--- src/rtl/serial_subtractor_pkg.sv ---
// Shared definitions for the bit-serial arithmetic blocks: FSM state encodings.
package serial_subtractor_pkg;

  localparam logic [1:0] IDLE_ENC  = 2'd0;
  localparam logic [1:0] SHIFT_ENC = 2'd1;
  localparam logic [1:0] DONE_ENC  = 2'd2;

  typedef enum logic [1:0] {
    IDLE  = IDLE_ENC,
    SHIFT = SHIFT_ENC,
    DONE  = DONE_ENC
  } state_t;

endpackage

--- src/rtl/serial_subtractor_full_sub.sv ---
// Single-bit full subtractor cell: d = a - b - bin, with borrow out.
module full_subtractor (
  input  logic a,
  input  logic b,
  input  logic bin,
  output logic d,
  output logic bout
);

  // Difference bit and borrow are pure functions of the three inputs.
  always_comb begin
    d    = a ^ b ^ bin;
    bout = (~a & b) | (~(a ^ b) & bin);
  end

endmodule

--- src/rtl/serial_subtractor.sv ---
// Bit-serial unsigned subtractor: D = A - B, one bit per clock, LSB first.
// D is (N+1) bits wide; D[N] is the final borrow (1 when A < B).
//
// Handshakes: a transfer happens on a rising edge where valid and ready are
// both high. in_ready is high only in IDLE; out_valid is high only in DONE and
// D is held stable there until out_ready is seen. The producer must hold A/B
// with in_valid until it observes in_ready.
module serial_subtractor
  import serial_subtractor_pkg::*;
#(
  parameter int N = 4
) (
  input  logic         clk,
  input  logic         rst_n,
  input  logic         in_valid,
  output logic         in_ready,
  input  logic [N-1:0] A,
  input  logic [N-1:0] B,
  output logic         out_valid,
  input  logic         out_ready,
  output logic [N:0]   D,
  output logic         busy
);

  localparam int CW = $clog2(N + 1);
  localparam logic [CW-1:0] CNT_LAST = CW'(N - 1);

  state_t        state;
  state_t        state_nx;
  logic [N-1:0]  a_sr;
  logic [N-1:0]  b_sr;
  logic [N-1:0]  r_sr;
  logic [N-1:0]  r_next;
  logic          borrow;
  logic          borrow_nx;
  logic          diff_bit;
  logic [CW-1:0] cnt;
  logic [N:0]    d_q;
  logic          last;

  full_subtractor u_fs (
    .a    (a_sr[0]),
    .b    (b_sr[0]),
    .bin  (borrow),
    .d    (diff_bit),
    .bout (borrow_nx)
  );

  // State register.
  always_ff @(posedge clk or negedge rst_n) begin
    if (!rst_n) state <= IDLE;
    else        state <= state_nx;
  end

  // Next-state logic and handshake/status outputs decoded from state.
  always_comb begin
    state_nx  = state;
    in_ready  = 1'b0;
    out_valid = 1'b0;
    busy      = 1'b0;
    case (state)
      IDLE: begin
        in_ready = 1'b1;
        if (in_valid) state_nx = SHIFT;
      end
      SHIFT: begin
        busy = 1'b1;
        if (last) state_nx = DONE;
      end
      DONE: begin
        busy      = 1'b1;
        out_valid = 1'b1;
        if (out_ready) state_nx = IDLE;
      end
      default: state_nx = IDLE;
    endcase
  end

  // Result register after this cycle's shift: new bit enters at the MSB, so
  // after N shifts the first (LSB) difference bit sits at position 0.
  always_comb begin
    r_next        = r_sr >> 1;
    r_next[N-1]   = diff_bit;
    last          = (cnt == CNT_LAST);
  end

  // Operand/result shift registers, borrow, bit counter and the held output.
  always_ff @(posedge clk or negedge rst_n) begin
    if (!rst_n) begin
      a_sr   <= '0;
      b_sr   <= '0;
      r_sr   <= '0;
      borrow <= 1'b0;
      cnt    <= '0;
      d_q    <= '0;
    end else begin
      case (state)
        IDLE: begin
          if (in_valid) begin
            a_sr   <= A;
            b_sr   <= B;
            r_sr   <= '0;
            borrow <= 1'b0;
            cnt    <= '0;
          end
        end
        SHIFT: begin
          a_sr   <= a_sr >> 1;
          b_sr   <= b_sr >> 1;
          r_sr   <= r_next;
          borrow <= borrow_nx;
          cnt    <= cnt + CW'(1);
          if (last) d_q <= {borrow_nx, r_next};
        end
        default: ;
      endcase
    end
  end

  assign D = d_q;

endmodule

--- config.mk ---
export PLATFORM = sky130hd
export DESIGN_NAME = serial_subtractor
export DESIGN_NICKNAME = d
export VERILOG_FILES = /design/src/rtl/serial_subtractor_pkg.sv /design/src/rtl/serial_subtractor_full_sub.sv /design/src/rtl/serial_subtractor.sv
export SDC_FILE = /design/constraint.sdc
export NUM_CORES = 1
export LEC_CHECK = 0
export CORE_UTILIZATION = 54
export CTS_BUF_LIST = sky130_fd_sc_hd__clkbuf_16
export CTS_CLUSTER_DIAMETER = 60
export DETAILED_ROUTE_END_ITERATION = 10
export PLACE_DENSITY = 0.94
export SLEW_MARGIN = 10
export SYNTH_ARGS = -nofsm -noshare
export SYNTH_HDL_FRONTEND = slang
export SYNTH_SLANG_ARGS = --single-unit
--- constraint.sdc ---
create_clock -name clk -period 2.56 [get_ports clk]
set_input_delay 0.384 -clock clk [delete_from_list [all_inputs] [get_ports clk]]
set_output_delay 0.384 -clock clk [all_outputs]
set_load 0.005 [all_outputs]
Word-level counts from Yosys, hierarchy flattened
Cells that the tools add are included.
- register bits: 23
- bits of input ports: 12
- word-level logic and storage cells: 44
- add/subtract/negate cells: 1
- equal/unequal tests: 6
- multiplexer cells: 17
- bitwise gates (word level): 7
- reductions and logical operators: 6
- operators by type and width (operator ; number):
    4-bit one-hot mux with 2 select lines ; 3
    4-bit two-way mux ; 3
    2-bit two-way mux ; 3
    2-bit inequality test, second input constant ; 3
    2-bit one-hot mux with 3 select lines ; 1
    3-bit one-hot mux with 2 select lines ; 1
    1-bit two-way mux ; 4
    2-bit AND reduction ; 2
    3-bit by 1-bit adder with 3-bit output, second input constant ; 1
    3-bit by 2-bit == test with 1-bit output, second input constant ; 1
    3-bit two-way mux ; 1
    3-bit AND reduction ; 1
    1-bit AND ; 2
    2-bit by 1-bit == test with 1-bit output, second input constant ; 1
    2-bit == test, second input constant ; 1
    2-bit zero test ; 1
    1-bit inverter ; 2
    1-bit one-hot mux with 2 select lines ; 1
    2-bit nonzero test ; 1
    2-bit OR reduction ; 1
    1-bit XOR ; 2
    1-bit bitwise OR ; 1

Depth between registers and ports, before layout
Gate-level depths: netlist (run 1).
- depth in word-level cells: 5
- mapped depth: 7
- mapped depth without buffers: 5

By module
From an unflattened synthesis (run 1), not the netlist that was laid out.
- cells, all modules: 99
- area total of the unflattened synthesis: 1091.0 µm²
- modules (own cells, without submodules) (module ; instances ; cells each ; area each (µm²) ; seq. area each (µm²)):
    serial_subtractor ; 1 ; 95 ; 1059.8 ; 550.5
    full_subtractor ; 1 ; 4 ; 31.3 ; 0.0

Worst setup path after synthesis (run 1)
No wires, ideal clock.
- path type: register -> register
- start: register state[0]
- end: register a_sr[2]
- setup time: 0.126 ns
- data arrival time: 1.382 ns
- data required time: 2.434 ns
- slack: 1.052 ns
- stages on the path, launching flop included: 8
- path buffers: 2
- clock period less this slack: 1.508 ns
- cell sequence: dfrtp_1 > inv_1 > ha_1 > buf_4 > and2b_1 > buf_6 > nor2_4 > a221o_1
- cells in the longest elaborated chain, start to end: 3
- RTL lines (element ; RTL line ; text):
    start: declaration ; serial_subtractor.sv:28 ; state_t state;
    start signal: assignment ; serial_subtractor.sv:52 ; else state <= state_nx;
    2-bit by 1-bit == test with 1-bit output / 2-bit zero test (equally long branches) ; serial_subtractor.sv:97 ; case (state)
    2-bit nonzero test (no line) / 2-bit inequality test (equally long branches) ; - ;
    2-bit AND reduction (no line) ; - ;
    end signal: assignment ; serial_subtractor.sv:108 ; a_sr <= a_sr >> 1;
    end: declaration ; serial_subtractor.sv:30 ; logic [N-1:0] a_sr;
Parallel ways exist; a longest one is shown, timed or not.
A chain may end at the register's enable or synchronous reset.

Worst setup path after layout (run 1)
- start: register state[1]
- end: output port in_ready
- cells in the longest elaborated chain, start to end: 2
- RTL lines (element ; RTL line ; text):
    2-bit zero test ; serial_subtractor.sv:61 ; case (state)
    1-bit two-way mux ; serial_subtractor.sv:61 ;
    end: declaration ; serial_subtractor.sv:16 ; output logic in_ready,
Every way passes these cells.

==> impl_metrics.csv, run 1 <==
group,metric,value,unit
power_and_ir_drop,power_density,1322,nW/um^2
place,placed_area,1285,sq um
global_route,gr-total-overflow,0,
yosys,ys.flop_type,"dfrtp_1",
yosys,synth_edf_count,0,
clock_tree,cts_resized,0,
place,gp_congestion,0.7965,
yosys,ys_ff_latch,22,
flow_run,drv_cap,0,
clock_tree,cts_tree,"yes",
floorplanning,core_area,1802,sq um
global_route,busiest_layer,"met2",
clock_tree,clock-root-buffer,"clkbuf_16",
clock_tree,clock_latency,0.25,ns
floorplanning,fp-row-count,15,
drt,vias,863,
layout,fin_cells,143,
timing,max_freq,436.0,MHz
drt,drc,0,
floorplanning,die-height,46.82,um
drt,wl_per_cell,17.09,um
layout,nFillCells,111,
floorplanning,die_w,46.82,um
global_route,grt_max_degree,23,
global_route,gr-usage-met1,33.91,%
drt,routed_via_density,6.035,
power_and_ir_drop,vdd_drop_max,1048,uV
drt,ant_nets,0,
clock_tree,clk_pin_slew,0.06,ns
timing,hold_violations,0,
setup_path,arrival,1.91,ns
timing,rsz0062_at_grt,"false",
global_route,grt_use_met2,43.33,%
timing,worst_clock_skew,0.002496,ns
yosys,syn_area,1085,sq um
timing,period_share,89.59,%
yosys,ys_warn_count,0,
global_route,grtUsageTotal,26.88,%
timing,fin_ws,0.2666,ns
setup_path,crit_required,2.18,ns
timing,worst_pin_slew,0.5706,ns
clock_tree,cts.path.max_buffers,2,
global_route,grt_pass1_vias,847,
setup_path,r2r_cells,5,
clock_tree,hold_buffers,0,
floorplanning,ios,20,
clock_tree,cts-htree-levels,1,
global_route,grtUsageMet3,5.385,%
yosys,synth_fp_nets,116,
timing,drv_slew,0,
timing,period_needed,2.293,ns
clock_tree,numCtsBuffers,3,
floorplanning,fp.dieArea,2192,sq um
setup_path,crit_type,"flop to output pin",
drt,first_pass_iters,4,
drt,drt_first_iter_violations,44,
timing,setup_tns,0,ns
setup_path,end_kind,"output pin",
drt,wirelength,2444,um
layout,utilization,77.15,%
timing,setup_viol,0,
place,dp_cells,139,
worst_hold_path,hp-class,"primary input to async pin",
run_status,status,"finished clean",
yosys,syn-instance-count,98,
yosys,synthDistinctLibCells,23,
power_and_ir_drop,p_leak,0.6246,nW
layout,final_area,1390,sq um
layout,diodes,0,
global_route,antenna_found_initial,0,
place,dpl_worst_slack,0.6007,ns
yosys,syn_avg_cell_area,11.07,sq um
layout,drive_gt1_share,7.627,%
place,portBuffers,19,
layout,finalNetCount,137,
timing,maxSlewHeadroom,61.96,%
yosys,async_reset_ff_share,100.0,%
setup_path,start_kind,"flop",
setup_path,r2r_setup_slack,0.51,ns
yosys,ys_seq_area_share,50.75,%
place,dp_hpwl,1566,um
setup_path,worstPathMaxFanout,18,
layout,area_delta_synth_final,28.14,%
clock_tree,cts.sinks,22,
floorplanning,start_util,60.21,%
global_route,grt_pass1_wl,3988,um
clock_tree,post_cts_buffers,0,
[area by class of cell]
| type | instances | area (sq um) | share of cell area (%) |
|---|---|---|---|
| Multi-Input combinational cell | 64 | 471.7 | 33.93 |
| Sequential cell | 22 | 550.5 | 39.60 |
| Timing Repair Buffer | 21 | 205.2 | 14.76 |
| Tap cell | 25 | 31.28 | 2.250 |
| Clock inverter | 1 | 30.03 | 2.160 |
| Clock buffer | 3 | 75.07 | 5.401 |
| Inverter | 7 | 26.28 | 1.890 |
[worst max-delay path, cell delays in order, from the launching register on]
cell             delay [ns]
dfrtp_1                0.41
inv_1                  0.11
ha_1                   0.53
clkdlybuf4s50_1        0.61
[worst paths after layout]
check | start | end
hold reg to reg | D[3] | D[3]
min in group clk | D[3] | D[3]
setup reg to reg | state[1] | a_sr[2]
max in group asynchronous | rst_n | b_sr[1]
hold / removal | rst_n | D[0]
setup / recovery | state[1] | in_ready
[state kept, by name, summed over array words and instances, names as in the netlist]
register / count
D: 5
a_sr: 4
b_sr: 4
cnt: 3
r_sr: 3
state: 2
borrow: 1
[routing by layer]
layer | wire length, um | up-vias
met1 | 992 | 413
met2 | 1223 | 49
met5 | 0 | -
met3 | 172 | 8
met4 | 56 | 0
li1 | - | 393
[synth_stat cells (2+ instances only)]
| master | count | area, sq um |
|---|---|---|
| mux2_1 | 4 | 45.04 |
| a221o_1 | 6 | 60.06 |
| ha_1 | 5 | 62.56 |
| a31oi_1 | 4 | 25.02 |
| nand2b_1 | 8 | 50.05 |
| buf_4 | 2 | 15.01 |
| inv_1 | 6 | 22.52 |
| o21ai_1 | 5 | 25.02 |
| dfrtp_1 | 22 | 550.5 |
| nand2_1 | 8 | 30.03 |
| and3_1 | 2 | 12.51 |
| a21oi_1 | 7 | 35.03 |
| buf_2 | 2 | 10.01 |
| nand3_1 | 5 | 25.02 |
| a22o_1 | 4 | 35.03 |
[cells in the final DEF, fill, tap and decap left out, drive strengths merged, types with 5 or more instances in the layout]
cell / instances
a221o: 6
dfrtp: 22
clkdlybuf4s50: 19
nand3: 5
inv: 7
nand2: 8
a21oi: 7
o21ai: 6
nand2b: 8
ha: 5
[kinds of logic after synthesis]
group,Yosys count,share of synthesized area (%)
compound gates,27,17.07
simple gates,26,13.38
flops,22,50.75
buf+inv,12,5.766
fa+ha+maj,6,7.613
mux,5,5.420
[per-stage QoR]
| stage | hold slack [ns] | total power [W] |
|---|---|---|
| after floorplan | 0.08841 | 0.001130 |
| after global placement | 0.4644 | 0.001320 |
| after detailed placement | 0.4799 | 0.001375 |
| after CTS | 0.4786 | 0.001832 |
| after global routing | 0.5015 | 0.001949 |
| final | 0.4735 | 0.001838 |
[report_power, final]
group          total, W  leakage (nW)  internal, W  switching (W)
clock          0.000433        0.0511     0.000310       0.000122
sequential     0.000595         0.288     0.000491       0.000104
combinational  0.000810         0.286     0.000386       0.000424
Note: power is estimated with default switching activity, not from simulation.
==> run 2: changes to the inputs <==
--- a/config.mk
+++ b/config.mk
@@ -5,6 +5,7 @@
 export SDC_FILE = /design/constraint.sdc
 export NUM_CORES = 1
 export LEC_CHECK = 0
+export ABC_AREA = 1
 export CORE_UTILIZATION = 54
 export CTS_BUF_LIST = sky130_fd_sc_hd__clkbuf_16
 export CTS_CLUSTER_DIAMETER = 60
==> impl_metrics.csv, run 2 <==
group,metric,value,unit
timing,maxSlewHeadroom,60.07,%
layout,area_delta_synth_final,27.78,%
setup_path,crit_required,2.18,ns
global_route,gr-total-overflow,0,
place,portBuffers,19,
setup_path,critical_path.slowest_cell,"clkdlybuf4s50_1",
power_and_ir_drop,power_density,1215,nW/um^2
layout,largest_register_ffs,5,
global_route,grt_pass1_wl,4015,um
place,gp_congestion,0.7353,
timing,rsz0062_at_grt,"false",
drt,wl_per_cell,13.63,um
global_route,grt_max_degree,23,
power_and_ir_drop,vdd_drop_max,770.8,uV
setup_path,crit_chain,"inv_1 -> ha_1 -> clkdlybuf4s50_1",
yosys,ys_ff_latch,22,
global_route,grtUsageTotal,26.23,%
drt,drt_first_iter_violations,24,
clock_tree,post_cts_buffers,0,
place,dp_cells,178,
clock_tree,clock_latency,0.25,ns
clock_tree,clk_pin_slew,0.06,ns
layout,final_area,1410,sq um
place,dp_hpwl,1541,um
yosys,synth_area_leaders,"dfrtp_1 50%, nand2_1 21%, nand3_1 10%",
yosys,synthTopCellsByCount,"62 x nand2_1, 22 x dfrtp_1, 22 x nand3_1",
floorplanning,core_area,1821,sq um
floorplanning,die-height,47.21,um
power_and_ir_drop,p_leak,0.7713,nW
timing,worst_clock_skew,0.002096,ns
drt,drc,0,
global_route,grt_pass1_vias,919,
timing,max_freq,511.8,MHz
timing,period_needed,1.954,ns
drt,ant_nets,0,
floorplanning,fp.dieArea,2228,sq um
yosys,synth_fp_nets,154,
clock_tree,cts.path.max_buffers,2,
setup_path,r2r_cells,7,
layout,nFillCells,132,
timing,setup_tns,0,ns
yosys,yosysMostFrequentCell,"nand2_1",
clock_tree,cts_resized,0,
setup_path,cpPeakStageDelay,0.54,ns
power_and_ir_drop,finalPower,0.001714,W
layout,fin_cells,182,
layout,drive_gt1_share,6.369,%
worst_hold_path,min_path_cells,2,
setup_path,start_kind,"flop",
layout,final-seq-area,550.5,sq um
drt,routed_via_density,5.291,
floorplanning,start_util,60.62,%
clock_tree,hold_buffers,0,
timing,period_share,76.32,%
yosys,synth_top_area_share,49.89,%
setup_path,worstPathMaxFanout,4,
timing,worst_pin_slew,0.5989,ns
yosys,async_reset_ff_share,100.0,%
place,placed_area,1305,sq um
worst_hold_path,hp-class,"flop to flop",
floorplanning,fp-row-count,15,
setup_path,arrival,1.57,ns
timing,fin_ws,0.6063,ns
drt,wirelength,2481,um
clock_tree,cts_tree,"yes",
yosys,ys_warn_count,0,
yosys,ys.flop_type,"dfrtp_1",
clock_tree,cts-htree-levels,1,
yosys,syn-instance-count,136,
flow_run,drv_cap,0,
layout,finalNetCount,176,
place,dpl_worst_slack,0.9065,ns
floorplanning,ios,20,
setup_path,end_kind,"output pin",
yosys,synth_top_cell_by_area,"dfrtp_1",
floorplanning,die_w,47.21,um
yosys,synth_edf_count,0,
clock_tree,clock-root-buffer,"clkbuf_16",
clock_tree,numCtsBuffers,3,
layout,multi_input_area,473.0,sq um
layout,mostFrequentLayoutCell,"nand2_1",
yosys,ys_seq_area_share,49.89,%
yosys,syn_avg_cell_area,8.114,sq um
drt,first_pass_iters,5,
layout,final_cell_mix,"62 x nand2_1, 22 x dfrtp_1, 22 x nand3_1",
setup_path,crit_type,"flop to output pin",
global_route,antenna_found_initial,0,
clock_tree,cts.sinks,22,
timing,setup_viol,0,
drt,vias,963,
yosys,syn_area,1104,sq um
run_status,status,"finished clean",
timing,hold_violations,0,
yosys,synthDistinctLibCells,13,
timing,drv_slew,0,
layout,diodes,0,
run 2: layout make-up:
| type | instances | area share [%] |
|---|---|---|
| Clock inverter | 1 | 2.130 |
| Timing Repair Buffer | 20 | 14.02 |
| Multi-Input combinational cell | 97 | 33.54 |
| Tap cell | 25 | 2.218 |
| Inverter | 14 | 3.727 |
| Sequential cell | 22 | 39.04 |
| Clock buffer | 3 | 5.324 |
run 2: final timing paths:
check | startpoint | to | slack (ns)
worst max-delay path | state[0] | in_ready | 0.61
worst min-delay path | D[2] | D[2] | 0.47
worst max register to register | state[1] | a_sr[0] | 0.80
worst min register to register | D[2] | D[2] | 0.47
max in group asynchronous | rst_n | a_sr[0] | 1.85
min in group asynchronous | rst_n | r_sr[3] | 0.49
run 2: layer usage:
layer / up-vias / share of wire (%) / global-route usage (%)
li1: 467 / - / -
met1: 442 / 37 / 29.66
met2: 46 / 55 / 48.61
met3: 8 / 5.3 / 4.231
met4: 0 / 2.5 / 10.86
met5: - / 0 / 0
run 2: kinds of logic after synthesis:
group | count (synthesis) | synth area share (%)
adders and majority gates | 6 | 7.483
buffers and inverters | 17 | 7.256
and+or+nand+nor | 90 | 34.92
DFF | 22 | 49.89
AOI/OAI and AO/OA | 1 | 0.4531
run 2: per-stage QoR:
| stage | util [%] | hold WS [ns] |
|---|---|---|
| final | 77.46 | 0.4682 |
| after CTS | 77.46 | 0.4725 |
| after floorplan | - | 0.08841 |
| after global placement | 71.68 | 0.4530 |
| after global routing | 77.46 | 0.4831 |
| after detailed placement | 71.68 | 0.4574 |
run 2: report_power, final:
| part | leakage [nW] | internal (W) | switching, W |
|---|---|---|---|
| sequential | 0.289 | 0.000490 | 0.0000938 |
| clock | 0.0511 | 0.000310 | 0.000128 |
| combinational | 0.431 | 0.000274 | 0.000417 |
run 2: worst max-delay path: cells and delay by family, from the launching register on:
kind	cells	cell delay [ns]
buf+inv	2	0.64
flops	1	0.41
fa+ha+maj	1	0.27
==> run 3: changes to the inputs <==
--- a/config.mk
+++ b/config.mk
@@ -6,11 +6,11 @@
 export NUM_CORES = 1
 export LEC_CHECK = 0
 export ABC_AREA = 1
-export CORE_UTILIZATION = 54
+export CORE_UTILIZATION = 46
 export CTS_BUF_LIST = sky130_fd_sc_hd__clkbuf_16
 export CTS_CLUSTER_DIAMETER = 60
 export DETAILED_ROUTE_END_ITERATION = 10
-export PLACE_DENSITY = 0.94
+export PLACE_DENSITY = 0.86
 export SLEW_MARGIN = 10
 export SYNTH_ARGS = -nofsm -noshare
 export SYNTH_HDL_FRONTEND = slang
==> constraint.sdc (replaced) <==
create_clock -name clk -period 1.6 [get_ports clk]
set_input_delay 0.24 -clock clk [delete_from_list [all_inputs] [get_ports clk]]
set_output_delay 0.24 -clock clk [all_outputs]
set_load 0.005 [all_outputs]
==> impl_metrics.csv, run 3 (synthesis results as in run 2) <==
group,metric,value,unit
run_status,status,"finished clean",
floorplanning,start_util,49.41,%
layout,fin_cells,189,
drt,vias,940,
power_and_ir_drop,power_frac_comb,43.7,%
setup_path,crit_type,"flop to output pin",
setup_path,critical_path.slowest_cell,"dfrtp_1",
worst_hold_path,hp-class,"primary input to async pin",
global_route,gr-total-overflow,0,
drt,wl_per_cell,10.73,um
global_route,grt_pass1_vias,874,
clock_tree,clk_pin_slew,0.06,ns
drt,wirelength,2028,um
layout,finalNetCount,180,
layout,final_cell_mix,"62 x nand2_1, 22 x dfrtp_1, 22 x nand3_1",
global_route,busiest_layer,"met2",
clock_tree,clock_latency,0.25,ns
floorplanning,fp.dieArea,2599,sq um
clock_tree,cts_tree,"yes",
timing,hold_violations,0,
floorplanning,ios,20,
timing,period_needed,1.462,ns
timing,setup_tns,0,ns
setup_path,crit_required,1.36,ns
clock_tree,cts.sinks,22,
global_route,grtUsageTotal,18.88,%
timing,setup_viol,0,
layout,mostFrequentLayoutCell,"nand2_1",
timing,max_freq,683.9,MHz
power_and_ir_drop,seqPwrFrac,36.0,%
place,portBuffers,19,
global_route,grt_max_degree,23,
timing,worst_clock_skew,0.001675,ns
timing,maxSlewHeadroom,78.02,%
power_and_ir_drop,p_clk_share,20.3,%
power_and_ir_drop,vdd_drop_max,926.4,uV
clock_tree,cts.path.max_buffers,2,
power_and_ir_drop,switching_power,0.0009593,W
layout,largest_register_ffs,5,
timing,timing.hold.ws,0.3286,ns
place,placed_area,1324,sq um
power_and_ir_drop,finalPower,0.002559,W
floorplanning,die_w,50.98,um
drt,routed_via_density,4.974,
timing,worst_pin_slew,0.3286,ns
flow_run,drv_cap,0,
floorplanning,die-height,50.98,um
floorplanning,fp-row-count,17,
power_and_ir_drop,power_density,1794,nW/um^2
layout,nFillCells,195,
clock_tree,clock-root-buffer,"clkbuf_16",
power_and_ir_drop,power.share.switching,37.49,%
layout,diodes,0,
place,gp_congestion,0.7406,
floorplanning,core_area,2233,sq um
global_route,grt_use_met2,33.55,%
layout,area_delta_synth_final,29.25,%
drt,first_pass_iters,4,
layout,final_area,1426,sq um
global_route,grtUsageMet3,1.786,%
drt,ant_nets,0,
setup_path,crit_chain,"buf_4 -> ha_1 -> dlygate4sd2_1",
setup_path,worstPathMaxFanout,2,
clock_tree,numCtsBuffers,3,
place,dp_cells,183,
timing,period_share,91.39,%
setup_path,arrival,1.22,ns
setup_path,start_kind,"flop",
place,dp_hpwl,1464,um
clock_tree,cts-htree-levels,1,
setup_path,cpPeakStageDelay,0.39,ns
drt,drt_first_iter_violations,16,
drt,drc,0,
layout,drive_gt1_share,9.938,%
global_route,grt_pass1_wl,3684,um
power_and_ir_drop,intPower,0.001599,W
timing,drv_slew,0,
timing,rsz0062_at_grt,"false",
global_route,gr-usage-met1,22.97,%
power_and_ir_drop,p_leak,0.7873,nW
setup_path,end_kind,"output pin",
global_route,antenna_found_initial,0,
==> run 3: cell types whose count changed in the layout (fill, tap and decap cells not counted), sizes merged <==
cell           before  now
bufinv              1    0
clkinv              0    1
buf                 1    5
clkdlybuf4s50      19   16
dlygate4sd2         0    3
==> run 3: metrics by stage <==
| step | worst slack (ns) | utilization, % |
|---|---|---|
| 6_report | 0.1377 | 63.87 |
| 5_1_grt | 0.08747 | 63.87 |
| 4_1_cts | 0.1451 | 63.87 |
| 3_5_place_dp | 0.1174 | 59.27 |
| 3_3_place_gp | 0.1665 | 59.27 |
| 2_1_floorplan | 0.3752 | - |
==> run 3: area by class of cell <==
class	count	area, sq um	area share, %
sequential	22	550.5	38.60
multi-input combinational	97	485.5	34.04
timing repair buffer	24	224.0	15.70
clock buffer	3	75.07	5.263
inverter	14	52.55	3.684
tap	28	35.03	2.456
clock inverter	1	3.754	0.2632
==> run 3: power groups by stage <==
stage	Clock [W]	Sequential, W	Combinational, W
after floorplan	0	0.000902	0.000751
after global placement	0	0.000915	0.00103
after detailed placement	0	0.000928	0.00107
after CTS	0.000528	0.000922	0.00113
after global routing	0.000557	0.000945	0.00127
final	0.000520	0.000921	0.00112
==> run 3: routing by layer <==
layer	vias to the layer above	wire length, um
met4	0	35
met3	5	73
met1	434	894
met2	27	1024
li1	474	-
met5	-	0
==> run 3: worst paths after layout <==
path | end | depth (start not counted) | from | slack [ns]
worst max-delay path | out_valid | 3 | state[1] | 0.14
worst min-delay path | D[0] | 2 | rst_n | 0.33
worst max register to register | state[0] | 7 | state[0] | 0.20
worst min register to register | D[2] | 2 | D[2] | 0.47
max in group asynchronous | D[4] | 2 | rst_n | 1.05
min in group clk | D[2] | 2 | D[2] | 0.47
==> run 3: what timing repair did <==
action,4_1_cts,5_1_grt
endpoints found under the hold margin,0,0
gates resized for setup,7,0
hold buffers,0,0
setup endpoints to repair,3,0
setup buffers,2,0
==> run 3: critical path: cells and delay by family (launching register included) <==
family | cells | cell delay (ns)
adders and majority gates | 1 | 0.18
DFF | 1 | 0.39
buffers and inverters | 2 | 0.40
